[src/rtl/dl_pkg.sv]
// dl_pkg: shared types for the dl_* blocks
package dl_pkg;
  typedef enum logic {ST_EMPTY, ST_HOLD} pending_drain_state_t;
endpackage

[src/rtl/dl_prio_enc.sv]
// dl_prio_enc: lowest-set-bit encoder, idx=0 when nothing is set
module dl_prio_enc #(
  parameter int NUM_BITS = 8,
  localparam int IDX_W = $clog2(NUM_BITS)
) (
  input  logic [NUM_BITS-1:0] in,
  output logic [IDX_W-1:0]    idx,
  output logic                found
);
  always_comb begin
    idx = '0;
    for (int i = NUM_BITS - 1; i >= 0; i--) idx = in[i] ? IDX_W'(i) : idx;
  end
  assign found = |in;
endmodule

[src/rtl/dl_pending_drain.sv]
// dl_pending_drain: sticky OR-merged pending set drained lowest index first over valid/ready
module dl_pending_drain
  import dl_pkg::*;
#(
  parameter int NUM_BITS = 8,
  localparam int IDX_W = $clog2(NUM_BITS)
) (
  input  logic                clk,
  input  logic                rst,
  input  logic [NUM_BITS-1:0] set_vec,
  input  logic                clr_all,
  output logic                out_valid,
  input  logic                out_ready,
  output logic [IDX_W-1:0]    out_idx,
  output logic [NUM_BITS-1:0] pending
);
  pending_drain_state_t state, state_nxt;
  logic [NUM_BITS-1:0] pending_nxt, load_mask;
  logic [IDX_W-1:0] enc_idx;
  logic found, transfer, load;
  dl_prio_enc #(.NUM_BITS(NUM_BITS)) u_enc (.in(pending), .idx(enc_idx), .found(found));
  assign out_valid = state == ST_HOLD;
  // set_vec is OR'd last so a same-cycle set survives both flush and its own load
  always_comb begin
    transfer = out_valid & out_ready;
    load = (~out_valid | transfer) & found & ~clr_all;
    load_mask = load ? (NUM_BITS'(1) << enc_idx) : '0;
    pending_nxt = (pending & ~load_mask & {NUM_BITS{~clr_all}}) | set_vec;
    state_nxt = clr_all ? ST_EMPTY : load ? ST_HOLD : transfer ? ST_EMPTY : state;
  end
  always_ff @(posedge clk or posedge rst) begin
    if (rst) begin
      state <= ST_EMPTY;
      pending <= '0;
      out_idx <= '0;
    end else begin
      state <= state_nxt;
      pending <= pending_nxt;
      if (load) out_idx <= enc_idx;
    end
  end
endmodule

[config.mk]
export PLATFORM = sky130hd
export DESIGN_NAME = dl_pending_drain
export DESIGN_NICKNAME = d
export VERILOG_FILES = /design/src/rtl/dl_pkg.sv /design/src/rtl/dl_prio_enc.sv /design/src/rtl/dl_pending_drain.sv
export SDC_FILE = /design/constraint.sdc
export NUM_CORES = 1
export LEC_CHECK = 0
export ABC_AREA = 1
export ABC_CLOCK_PERIOD_IN_PS = 1800
export CORE_UTILIZATION = 44
export CTS_BUF_LIST = sky130_fd_sc_hd__clkbuf_8
export CTS_CLUSTER_SIZE = 24
export DETAILED_ROUTE_END_ITERATION = 12
export PLACE_DENSITY = 0.89
export RECOVER_POWER = 100
export SLEW_MARGIN = 20
export SYNTH_ARGS = -nofsm -noshare
export SYNTH_HDL_FRONTEND = slang
export SYNTH_SLANG_ARGS = --single-unit
[constraint.sdc]
create_clock -name clk -period 1.8 [get_ports clk]
set_input_delay 0.36 -clock clk [delete_from_list [all_inputs] [get_ports clk]]
set_output_delay 0.36 -clock clk [all_outputs]
set_load 0.02 [all_outputs]
* Word level (Yosys, flattened, before mapping) *
Cells that the tools add are included.

operators by class
  shift-type cells = 1
  muxes and demuxes = 12
  bitwise logic cells = 10
  reduce and logical (&&, ||, !) cells = 2

operators with widths
  operator                                                            count
  3-bit 2-to-1 mux                                                    8
  8-bit bitwise AND                                                   2
  8-bit 2-to-1 mux                                                    1
  8-bit NOT                                                           1
  8-bit bitwise OR                                                    1
  8-bit OR reduction                                                  1
  1-bit by 3-bit << shifter with 8-bit output (first input constant)  1
  1-bit bitwise AND                                                   3
  1-bit 2-to-1 mux                                                    3
  3-bit nonzero test                                                  1
  1-bit NOT                                                           2
  1-bit bitwise OR                                                    1

word-level totals
  register bits = 12
  input bits = 12
  output and inout bits = 12
  logic and storage cells = 28

* Depth between registers and ports, before layout *
  depth in word-level cells = 14
  mapped depth = 11
  mapped depth without buffers = 11

* Modules after synthesis *
A second synthesis with hierarchy kept.

unflattened totals
  cell total of the unflattened synthesis = 114
  area, all modules = 738.2 um^2

by module, submodules not included
  module            times used  cells an instance  area an instance (um^2)  sequential area each (um^2)
  dl_pending_drain  1           92                 639.4                    300.3
  dl_prio_enc       1           22                 98.8                     0.0

* Least setup slack after synthesis *
Ideal clock, no wire load.

  path type = register -> register
  start point = register pending[1]
  end point = register pending[6]
  setup time = 124 ps
  data arrival time = 1139 ps
  data required time = 1676 ps
  setup slack = 537 ps
  stages on the path, launching flop included = 9
  path buffers = 0
  period minus slack after synthesis = 1263 ps
  cells stage by stage = dfrtp_1 -> inv_1 -> nand2_4 -> nor2_8 -> nand2_2 -> nor2_4 -> nand3_1 -> nand2_1 -> o21bai_1

on the way
  word-level cells in the longest chain between the ends = 8
  elaborated cells between the ends (all ways) = 11
  those cells by class = 1 x shift; 3 x mux; 6 x bitwise; 1 x reduce/logical

RTL lines
  element                                                                                  line                                            text
  start, declared                                                                          dl_pending_drain.sv:15                          output logic [NUM_BITS-1:0] pending
  start signal, assigned                                                                   dl_pending_drain.sv:38                          pending <= pending_nxt;
  8-bit OR reduction / 3-bit 2-to-1 mux (equally long branches)                            dl_prio_enc.sv:14, dl_prio_enc.sv:12
  1-bit bitwise AND / 3-bit 2-to-1 mux (equally long branches)                             dl_pending_drain.sv:26, dl_prio_enc.sv:12
  1-bit bitwise AND / 1-bit by 3-bit << shifter with 8-bit output (equally long branches)  dl_pending_drain.sv:26, dl_pending_drain.sv:27
  8-bit 2-to-1 mux *                                                                       dl_pending_drain.sv:27                          load_mask = load ? (NUM_BITS'(1) << enc_idx) : '0;
  8-bit NOT *                                                                              dl_pending_drain.sv:28                          pending_nxt = (pending & ~load_mask & {NUM_BITS{~clr_all}}) | set_vec;
  8-bit bitwise AND * (2 in series)                                                        dl_pending_drain.sv:28
  8-bit bitwise OR *                                                                       dl_pending_drain.sv:28
  net pending_nxt[6]                                                                       dl_pending_drain.sv:18                          logic [NUM_BITS-1:0] pending_nxt, load_mask;

Mark *: on every way through the listed nets, which the timed path passes. The rest lies on a longest branch.
A chain may end at the register's enable or synchronous reset.

* Worst setup path in the final report *
  start point = register pending[7]
  end point = output pending[7]

No word-level cell between the ends.

==> impl_metrics.tcl <==
set metrics [dict create \
    status "finished, final reports clean" \
    finalCritPeriodShare_pct 95.3 \
    combPwrFrac_pct 22.6 \
    seq_power_share_pct 39.9 \
    syn_nets 98 \
    ys_ff_latch 12 \
    drive_gt1_share_pct 13.3 \
    globalplace.congestion 0.873 \
    gr-total-overflow 0 \
    rsz0062_at_grt "no" \
    skew_ps 3.06 \
    ant_nets 0 \
    rr_worst_depth 6 \
    max_freq_mhz 583 \
    clockPowerShare_pct 37.5 \
    crit_arrival_ps 1360 \
    synth_seq_area_share_pct 42.6 \
    wl_um 1530 \
    postCtsHoldBufs 0 \
    final_cell_area_um2 970 \
    setup_viol 0 \
    layout_commonest_cell "nand2_1" \
    grtUsageTotal_pct 20.3 \
    root_buffer "clkbuf_8" \
    p_sw_mw 0.218 \
    worstMarginPinSlew_ps 548 \
    critical_path_class "flip-flop to output pin" \
    syn_area_um2 706 \
    yosys.area.top_type "dfrtp_1" \
    antenna_cells 0 \
    clk_latency_ps 240 \
    tns_ps 0 \
    cts_inserted_buffers 3 \
    dp_hpwl_um 1140 \
    crit_required_ps 1440 \
    p_leak_nw 0.501 \
    die_h_um 42.0 \
    cp-end-kind "output pin" \
    grt_pass1_vias 609 \
    crit_chain "dlygate4sd3_1" \
    power.density_nw_per_um2 806 \
    place_area_um2 952 \
    rows 14 \
    dr.pass1.iters 4 \
    core_region_area_um2 1510 \
    clkTransAtPathRegs_ps 50 \
    die_w_um 42.0 \
    clk_path_buf_depth 2 \
    vias 653 \
    wl_per_cell_um 11.8 \
    critPathBufInv 1 \
    antenna_found_initial 0 \
    syn2layout_area_growth_pct 37.4 \
    final_cell_mix "19 x nand2_1, 16 x inv_1, 12 x dlygate4sd3_1, 12 x dfrtp_1, 11 x clkdlybuf4s50_1" \
    worst-path-stages 1 \
    ios 24 \
    port_buffers 23 \
    start_util_pct 46.8 \
    hp-class "flip-flop to flip-flop" \
    ys_warn_count 0 \
    post_synth.cell_area_avg_um2 8.21 \
    dieArea_um2 1770 \
    final_nets 126 \
    hold_viol 0 \
    p_int_mw 0.564 \
    drc 0 \
    peakVddDrop_mv 0.394 \
    post_cts_buffers 0 \
    min_path_cells 2 \
    grt_pass1_wl_um 2640 \
    cp_max_fo 5 \
    cpMaxStageDelayCell "dlygate4sd3_1" \
    startpoint_type "flip-flop" \
    synth_top_area_share_pct 42.6 \
    drt_iter0_drc 23 \
    cts_tree "done" \
    critPathTopFamily "buffers and inverters" \
    swShare_pct 27.8 \
    synth_cell_types 19 \
    worstHoldStart "out_idx[1]" \
    max_slew_margin_pct 63.0 \
    timing.final.max_slew_violations 0 \
    r2r_start "pending[3]" \
    crit_start "pending[7]" \
    drv_cap 0 \
    grt_max_degree 13 \
    max_stage_delay_ps 700 \
    syn_inst 86 \
    fin_crit_ps 1720 \
    vias_per_cell 5.06 \
    ff2ff_setup_slack_ps 230 \
    cts_max_level 1 \
    clock-sinks 12 \
    postCtsResizedCells 0 \
    synth_top_cells_by_area "dfrtp_1 43%, nand2_1 10%, inv_1 8.0%" \
]
stage by stage:
step	utilization [%]	hold WS (ps)	power, mW	std cells	setup WS [ps]
6_report	64.4	483	0.782	129	84.6
5_1_grt	64.4	526	0.821	129	50.7
4_1_cts	66.9	452	0.805	129	143
3_5_place_dp	63.2	477	0.512	125	136
3_3_place_gp	63.2	470	0.507	125	153
2_1_floorplan	-	225	0.426	86	537
kinds of logic (layout without fill, tap and decap cells):
logic type | Yosys count | in the layout | share of synthesized area (%)
and+or+nand+nor | 40 | 40 | 32.6
buffers and inverters | 21 | 48 | 12.2
AOI/OAI and AO/OA | 13 | 13 | 12.6
DFF | 12 | 12 | 42.6
flip-flops by register name, indices dropped and copies added (netlist names):
signal / count
out_idx: 3
pending: 8
out_valid: 1
cell type report:
class                      instances  area, µm²
sequential                        12        300
clock buffer                       4       55.1
tap                               16       20.0
inverter                          20       75.1
timing repair buffer              24        238
fill                             130        537
multi-input combinational         53        282
metal layers:
| layer | track usage (%) | routed length [µm] | share of wire (%) |
|---|---|---|---|
| met1 | 25.3 | 658 | 43 |
| met2 | 31.6 | 733 | 48 |
| met3 | 5.17 | 96 | 6.3 |
| met4 | 11.9 | 38 | 2.5 |
| met5 | 0 | 0 | 0 |
synth_stat cells, drive strengths merged:
master,instances
a21oi,1
nor2,11
buf,1
nand2,22
o21ai,7
nand4,1
nor3,1
dfrtp,12
nand3,5
inv,20
o21bai,5
power by group through the flow:
stage | Sequential (mW) | Combinational [mW] | Clock [mW]
2_1_floorplan | 0.343 | 0.0827 | 0
3_3_place_gp | 0.315 | 0.191 | 0
3_5_place_dp | 0.317 | 0.195 | 0
4_1_cts | 0.313 | 0.197 | 0.295
5_1_grt | 0.316 | 0.193 | 0.312
6_report | 0.312 | 0.176 | 0.293
final timing paths:
kind                         endpoint
min                        out_idx[1]
max in group asynchronous  out_idx[2]
max                        pending[7]
min reg2reg                out_idx[1]
min in group asynchronous   out_valid
max reg2reg                out_idx[0]
(Power assumes the default switching activity.)
